## config.mk

```make
export PLATFORM = sky130hd
export DESIGN_NAME = hpdmc_rdcal
export DESIGN_NICKNAME = d
export VERILOG_FILES = /design/src/rtl/hpdmc_rdcal.sv
export SDC_FILE = /design/constraint.sdc
export NUM_CORES = 1
export LEC_CHECK = 0
export BUFFER_PORTS_ARGS = -buffer_cell sky130_fd_sc_hd__buf_2
export CAP_MARGIN = 20
export CORE_MARGIN = 4
export CORE_UTILIZATION = 40
export CTS_BUF_LIST = sky130_fd_sc_hd__clkbuf_8
export DETAILED_ROUTE_END_ITERATION = 6
export SLEW_MARGIN = 30
export SYNTH_ARGS = -nofsm -noshare
export SYNTH_HDL_FRONTEND = slang
export SYNTH_SLANG_ARGS = --single-unit
export TNS_END_PERCENT = 100
```

## constraint.sdc

```tcl
create_clock -name sys_clk -period 4 [get_ports sys_clk]
set_input_delay 0.2 -clock sys_clk [delete_from_list [all_inputs] [get_ports sys_clk]]
set_output_delay 0.2 -clock sys_clk [all_outputs]
set_load 0.01 [all_outputs]
```

## src/rtl/hpdmc_rdcal.sv

```systemverilog
// Read-capture delay calibration: sweeps every input_delay tap per lane, then parks each lane at its passing-window centre.
// Optional manual idelay pass-through in IDLE when HPDMC_RDCAL_MANUAL_EN is defined.
module hpdmc_rdcal #(
    parameter int unsigned         LANES   = 2,
    parameter int unsigned         LANE_W  = 8,
    parameter int unsigned         TAPS    = 64,
    parameter int unsigned         TAP_W   = 6,
    parameter int unsigned         SETTLE  = 15,
    parameter logic [2*LANE_W-1:0] PATTERN = 16'hA55A
) (
    input  logic                      sys_clk,
    input  logic                      sys_rst,
    input  logic                      cal_start,
    output logic                      cal_busy,
    output logic                      cal_done,
    output logic [LANES-1:0]          cal_fail,
    output logic [LANES*TAP_W-1:0]    cal_tap,
    output logic                      rd_req,
    input  logic                      di_valid,
    input  logic [LANES*2*LANE_W-1:0] di,
    output logic [LANES-1:0]          idelay_rst,
    output logic [LANES-1:0]          idelay_ce,
    output logic [LANES-1:0]          idelay_inc
`ifdef HPDMC_RDCAL_MANUAL_EN
    ,
    input  logic                      man_en,
    input  logic [LANES-1:0]          man_ce,
    input  logic [LANES-1:0]          man_inc,
    input  logic                      man_rst
`endif
);

    localparam int unsigned WORD_W = 2 * LANE_W;
    localparam int unsigned SET_W  = $clog2(SETTLE + 1);

    typedef enum logic [3:0] {
        IDLE, ZERO, SETTLE_S, READ, CHECK, STEP,
        PARK_RST, PARK_SETTLE, PARK_STEP, PARK_GAP, DONE
    } state_t;

    state_t                   state_q, state_d;
    logic [TAP_W-1:0]         tap_q;
    logic [TAP_W-1:0]         park_cnt_q;
    logic [SET_W-1:0]         settle_cnt_q;
    logic [LANES*WORD_W-1:0]  di_q;
    logic [LANES*TAP_W-1:0]   first_q, last_q, target_q;
    logic [LANES-1:0]         open_q, closed_q;
    logic                     rd_req_q, busy_q, done_q;
    logic [LANES-1:0]         fail_q, rst_q, ce_q;
    logic [LANES*TAP_W-1:0]   cal_tap_q;

    logic                     start_ok_c, settle_done_c;
    logic [LANES-1:0]         pass_c, fail_c, rst_d, ce_d;
    logic [LANES*TAP_W-1:0]   target_c;
    logic [TAP_W-1:0]         max_target_c;
    logic [TAP_W:0]           lane_sum_c;

`ifdef HPDMC_RDCAL_MANUAL_EN
    logic man_act_c;
    assign man_act_c  = man_en && (state_q == IDLE);
    assign start_ok_c = cal_start && !man_en;
    assign idelay_rst = man_act_c ? {LANES{man_rst}} : rst_q;
    assign idelay_ce  = man_act_c ? man_ce  : ce_q;
    assign idelay_inc = man_act_c ? man_inc : ce_q;
`else
    assign start_ok_c = cal_start;
    assign idelay_rst = rst_q;
    assign idelay_ce  = ce_q;
    assign idelay_inc = ce_q;
`endif

    assign rd_req   = rd_req_q;
    assign cal_busy = busy_q;
    assign cal_done = done_q;
    assign cal_fail = fail_q;
    assign cal_tap  = cal_tap_q;

    assign settle_done_c = (settle_cnt_q == SET_W'(SETTLE - 1));

    // Per-lane pass flags, window centres and the longest park run
    always_comb begin
        pass_c       = '0;
        fail_c       = '0;
        target_c     = '0;
        max_target_c = '0;
        lane_sum_c   = '0;
        for (int unsigned n = 0; n < LANES; n++) begin
            pass_c[n]  = (di_q[n*WORD_W +: WORD_W] == PATTERN);
            lane_sum_c = (TAP_W+1)'(first_q[n*TAP_W +: TAP_W]) + (TAP_W+1)'(last_q[n*TAP_W +: TAP_W]);
            if (open_q[n] || closed_q[n]) target_c[n*TAP_W +: TAP_W] = lane_sum_c[TAP_W:1];
            else                          fail_c[n] = 1'b1;
            if (target_q[n*TAP_W +: TAP_W] > max_target_c) max_target_c = target_q[n*TAP_W +: TAP_W];
        end
    end

    always_ff @(posedge sys_clk) begin
        if (sys_rst) state_q <= IDLE;
        else         state_q <= state_d;
    end

    // Next state plus next values of the registered strobes
    always_comb begin
        state_d = state_q;
        rst_d   = '0;
        ce_d    = '0;
        case (state_q)
            IDLE:        if (start_ok_c) state_d = ZERO;
            ZERO:        state_d = SETTLE_S;
            SETTLE_S:    if (settle_done_c) state_d = READ;
            READ:        if (di_valid) state_d = CHECK;
            CHECK:       state_d = (tap_q == TAP_W'(TAPS - 1)) ? PARK_RST : STEP;
            STEP:        state_d = SETTLE_S;
            PARK_RST:    state_d = PARK_SETTLE;
            PARK_SETTLE: if (settle_done_c) state_d = (max_target_c == '0) ? DONE : PARK_STEP;
            PARK_STEP:   state_d = PARK_GAP;
            PARK_GAP:    state_d = (park_cnt_q == max_target_c) ? DONE : PARK_STEP;
            DONE:        state_d = IDLE;
            default:     state_d = IDLE;
        endcase
        if (state_d == ZERO || state_d == PARK_RST) rst_d = '1;
        if (state_d == STEP) ce_d = '1;
        if (state_d == PARK_STEP) begin
            for (int unsigned n = 0; n < LANES; n++)
                ce_d[n] = (park_cnt_q < target_q[n*TAP_W +: TAP_W]);
        end
    end

    always_ff @(posedge sys_clk) begin
        if (sys_rst) begin
            rd_req_q     <= 1'b0;
            busy_q       <= 1'b0;
            done_q       <= 1'b0;
            fail_q       <= '0;
            rst_q        <= '0;
            ce_q         <= '0;
            cal_tap_q    <= '0;
            tap_q        <= '0;
            park_cnt_q   <= '0;
            settle_cnt_q <= '0;
            di_q         <= '0;
            first_q      <= '0;
            last_q       <= '0;
            target_q     <= '0;
            open_q       <= '0;
            closed_q     <= '0;
        end else begin
            rd_req_q <= (state_d == READ);
            busy_q   <= (state_d != IDLE);
            rst_q    <= rst_d;
            ce_q     <= ce_d;
            if (state_q == SETTLE_S || state_q == PARK_SETTLE) settle_cnt_q <= settle_cnt_q + SET_W'(1);
            else                                               settle_cnt_q <= '0;
            case (state_q)
                IDLE: if (start_ok_c) begin
                    done_q   <= 1'b0;
                    fail_q   <= '0;
                    tap_q    <= '0;
                    first_q  <= '0;
                    last_q   <= '0;
                    open_q   <= '0;
                    closed_q <= '0;
                end
                READ: if (di_valid) di_q <= di;
                CHECK: begin
                    // Only the first contiguous window is tracked
                    for (int unsigned n = 0; n < LANES; n++) begin
                        if (pass_c[n] && !open_q[n] && !closed_q[n]) begin
                            first_q[n*TAP_W +: TAP_W] <= tap_q;
                            last_q[n*TAP_W +: TAP_W]  <= tap_q;
                            open_q[n]                 <= 1'b1;
                        end else if (pass_c[n] && open_q[n]) begin
                            last_q[n*TAP_W +: TAP_W]  <= tap_q;
                        end else if (!pass_c[n] && open_q[n]) begin
                            open_q[n]   <= 1'b0;
                            closed_q[n] <= 1'b1;
                        end
                    end
                end
                STEP: tap_q <= tap_q + TAP_W'(1);
                PARK_RST: begin
                    target_q   <= target_c;
                    fail_q     <= fail_c;
                    park_cnt_q <= '0;
                end
                PARK_STEP: park_cnt_q <= park_cnt_q + TAP_W'(1);
                DONE: begin
                    done_q    <= 1'b1;
                    cal_tap_q <= target_q;
                end
                default: ;
            endcase
        end
    end

endmodule

```

# --- Word-level counts from Yosys, hierarchy flattened ---
# Index checks and enable logic that the tools add are counted.
word_totals:
  word_cells: 153
  regBits: 113
  out_inout_bits: 23
  inputBits: 36
classes:
  n_mux: 47
  n_bitwise: 1
  eq_ne: 35
  n_addsub: 5
  n_reduce_logical: 40
  order_cmp: 4
ops:
  columns: ["operator", "n"]
  rows:
  - ["2-to-1 mux 6 bit", 11]
  - ["case mux 12 bit (2 select lines)", 2]
  - ["case mux 4 bit (9 select lines)", 1]
  - ["equality test 16 bit, second input constant", 2]
  - ["equality test 4 x 3 -> 1 bit, second input constant", 6]
  - ["case mux 6 bit (2 select lines)", 2]
  - ["equality test 4 bit, second input constant", 5]
  - ["!= test 2 bit, second input constant", 9]
  - ["!= test 3 bit, second input constant", 6]
  - ["2-to-1 mux 4 bit", 4]
  - ["2-to-1 mux 1 bit", 15]
  - ["adder 6 x 6 -> 7 bit", 2]
  - ["2-to-1 mux 2 bit", 7]
  - ["adder 6 x 1 -> 6 bit, second input constant", 2]
  - ["equality test 4 x 2 -> 1 bit, second input constant", 3]
  - ["< comparator 6 bit", 2]
  - ["2-to-1 mux 12 bit", 1]
  - ["case mux 2 bit (2 select lines)", 3]
  - ["AND reduction 3 bit", 4]
  - ["AND reduction 5 bit", 2]
  - ["nonzero test 2 bit", 5]
  - ["equality test 4 x 1 -> 1 bit, second input constant", 2]
  - ["logical AND 1 bit", 8]
  - ["AND reduction 2 bit", 4]
  - ["14 further kinds", 24]

# --- Longest topological paths before layout ---
depth:
  word_depth: 11
  ltp_mapped: 8
  ltp_nobuf: 8

# --- Least setup slack after synthesis ---
# No wires, ideal clock.
synth_path:
  kind: "reg2reg"
  startpoint: "reg target_q[5]"
  endpoint: "reg rd_req_q, in the netlist rd_req"
  period_less_slack_ns: 2.140
  t_arrival_ns: 2.018
  path_slack_ns: 1.860
  stages_incl_launch_ff: 9
  n_path_buf: 0
  t_required_ns: 3.878
  setup_ns: 0.122
  path_cell_list: "dfxtp_1 > inv_1 > ha_1 > and4_1 > o21ai_0 > a32oi_1 > mux2i_1 > and4_1 > o311a_1"
synth_via:
  elab_chain_len: 9
  elab_cells_between_ends: 11
  cone_classes: "order compare (2); eq/ne (2); mux (6); reduce/logical (1)"
synth_rtl:
  columns: ["element", "line", "rtl"]
  rows:
  - ["start: declaration", "46", "logic [LANES*TAP_W-1:0] first_q, last_q, target_q;"]
  - ["start signal: assignment", "181", "target_q <= target_c;"]
  - ["> comparator 6 x 1 -> 1 bit", "92", "if (target_q[n*TAP_W +: TAP_W] > max_target_c) max_target_c = target_q[n*TAP_W +: TAP_W];"]
  - ["2-to-1 mux 6 bit (*)", "92", null]
  - ["> comparator 6 bit", "92", null]
  - ["2-to-1 mux 6 bit (*)", "92", null]
  - ["zero test 6 bit", "114", "PARK_SETTLE: if (settle_done_c) state_d = (max_target_c == '0) ? DONE : PARK_STEP;"]
  - ["2-to-1 mux 2 bit", "114", null]
  - ["2-to-1 mux 4 bit", "114", null]
  - ["case mux 4 bit (9 select lines) (*)", "106", "case (state_q)"]
  - ["equality test 4 x 2 -> 1 bit (*)", "147", "rd_req_q <= (state_d == READ);"]
  - ["end signal: assignment", "147", null]
  - ["end: declaration", "48", "logic rd_req_q, busy_q, done_q;"]
# Every way passes the cells marked *; elsewhere a longest branch is shown, timed or not.
# A chain may end at the register's enable or synchronous reset.

# --- Final worst setup path ---
# Ends and elaborated chain as after synthesis.

==> metrics.yaml <==
wire_per_inst_um: 14.0
crit_top_cell: "and4_1"
netlist_area_sq_um: 5390
synth_common_cells: "nand2_1 (125), dfxtp_1 (112), a21oi_1 (93)"
skew_ns: 0.0101
synthesis.nets: 733
antenna_found_initial: 0
die_h_um: 124
fin_setup_tns_ns: 0
final.period_utilization_pct: 63.3
cp_cell_sequence: "inv_1 > ha_1 > and4_1 > o21ai_0 > a32oi_1 > mux2i_1 > and4_1 > o311a_1"
cts_resized: 0
grt_pass1_wl_um: 20600
r2r-start: "target_q[5]$_SDFFE_PP0P_"
setup.worst_path.start: "target_q[5]$_SDFFE_PP0P_"
hold_viol_final: 0
r2r-end: "rd_req$_SDFF_PP0_"
antenna_left: 0
synth.most_common_cell: "nand2_1"
path_class: "reg2reg"
drc: 0
port_buffers: 58
grt_use_total_pct: 16.9
status: "finished, final reports clean"
clock-sinks: 112
cp.required_ns: 4.27
relSlewSlack_pct: 41.8
ys_ff_latch: 112
place.gp.congestion: 0.810
die_x_um: 124
hold-worst-slack_ns: 0.0384
worstSetupStartpointType: "register"
ios: 59
area_delta_synth_final_pct: 10.9
drive_gt1_share_pct: 14.4
critical-path-max-stage-delay_ns: 0.51
yosysTopAreaCell: "dfxtp_1"
crit_path_end_kind: "register"
worstPathMaxFanout: 5
fmax_mhz: 395
start_util_pct: 40.7
whs_path_depth: 3
htree_levels: 3
synth.distinct_cells: 59
crit_slowest_cell: "a32oi_1"
ys_seq_area_share_pct: 41.6
cts_tree: "done"
initialDrtViolationCount: 270
numCtsBuffers: 9
crit_arrival_ns: 2.81
reg2reg_setup_slack_ns: 1.47
nets: 769
setup_viol: 0
slew_viol_final: 0
routed_wl_um: 12400
die_area_sq_um: 15400
total_power_mw: 1.94
syn_avg_cell_area_sq_um: 8.11
power_leakage_nw: 2.32
clk_pin_slew_ns: 0.11
num_antenna_cells: 0
min_period_ns: 2.53
fin_util_pct: 45.1
via_per_inst: 5.15
synthDominantCellAreaShare_pct: 41.6
hp-class: "in2reg"
cts.root.buffer_cell: "clkbuf_8"
coreArea_sq_um: 13200
maxCapViolCount: 0
whs_endpoint: "di_q[14]$_SDFFE_PP0P_"
holdBufCountCts: 0
postCtsSetupRepairBufs: 0
synth-edff-count: 0
holdCritStartpoint: "di[14]"
syn-instance-count: 665
cts.path.max_buffers: 2
rsz0062_at_grt: "false"
ys.flop_type: "dfxtp_1"
grt_max_degree: 62
ir_worst_vdd_v: 0.000161
netlist_top_cells_area: "dfxtp_1 (42%), nand2_1 (8.7%), a21oi_1 (8.6%)"
p_per_area_nw_per_um2: 324
synth-warning-count: 0
clkLatencyLatePin_ns: 0.38
grt_pass1_vias: 4304
place.detailed.hpwl_um: 9180
row_count: 42
async_flop_share_pct: 0
worstRegToRegCells: 8
worst_slew_pin_slew_ns: 0.869
dr.pass1.iters: 4
dr_total_vias: 4542
grt-ovfl-total: 0
[routing by layer]
layer  routed length, um  up-vias  GRT usage, %
met5                   0        -             0
met4                 187        0          4.79
met3                 437       15          4.22
met2                6080       66          29.8
met1                5660     2104          20.4
li1                    -     2357             -
[flip-flops by register name (all words and copies together), names as in the netlist, 2 cells and up]
| register | cells |
|---|---|
| di_q | 32 |
| cal_tap | 12 |
| first_q | 12 |
| last_q | 12 |
| target_q | 12 |
| park_cnt_q | 6 |
| tap_q | 6 |
| settle_cnt_q | 4 |
| state_q | 4 |
| cal_fail | 2 |
| closed_q | 2 |
| idelay_ce | 2 |
| open_q | 2 |
[per-stage QoR]
stage	area, sq um	setup slack, ns	instances
finish	5980	1.47	882
detailed placement	5780	1.52	866
global placement	5750	1.48	865
CTS	5980	1.51	882
floorplan	5390	1.86	665
global route	5980	1.35	882
[placed cells by master (no fill, tap or decap), types with 8 or more instances in the layout]
cell type / instances
nand2_1: 125
dfxtp_1: 112
a21oi_1: 93
nor2_1: 73
buf_2: 57
ha_1: 30
inv_1: 21
a22oi_1: 20
xnor2_1: 14
nand3_1: 12
o21ai_0: 11
nor2b_1: 9
clkbuf_8: 9
or2_2: 8
[kinds of logic (layout without fill, tap and decap cells)]
logic type                 Yosys count  after routing  synth area share, %
AOI/OAI and AO/OA                  155            155                 16.9
xor gates and xnor gates            20             20                 3.25
adders and majority gates           33             33                 7.92
buffers and inverters               57             98                 4.50
DFF                                112            112                 41.6
muxes                                5              5                0.975
and+or+nand+nor                    283            283                 24.8
[final cells by class]
| cell class | count | area, sq um |
|---|---|---|
| fill | 1375 | 7260 |
| tap | 176 | 220 |
| multi-input combinational | 496 | 2920 |
| clock inverter | 7 | 78.8 |
| sequential | 112 | 2240 |
| clock buffer | 9 | 124 |
| timing repair buffer | 61 | 319 |
| inverter | 21 | 78.8 |
[worst max-delay path: cells and delay by family (launching register included)]
kind / cells / cell delay (ns)
flops: 1 / 0.44
mux: 1 / 0.16
compound gates: 3 / 0.95
buf+inv: 1 / 0.08
simple gates: 2 / 0.47
fa+ha+maj: 1 / 0.32
[worst max-delay path by stage]
stage,to,cells past startpoint
after floorplan,rd_req$_SDFF_PP0_,8
after global placement,first_q[9]$_SDFFE_PP0P_,5
after detailed placement,rd_req$_SDFF_PP0_,8
after CTS,rd_req$_SDFF_PP0_,8
after global routing,rd_req$_SDFF_PP0_,8
final,rd_req$_SDFF_PP0_,8
[power breakdown]
group / internal, mW / switching, mW / total (mW) / leakage, nW
logic: 0.0377 / 0.0730 / 0.111 / 1.31
clock network: 0.298 / 0.393 / 0.691 / 0.103
registers: 1.13 / 0.0121 / 1.14 / 0.903
Power figures use the tool's default switching activity.
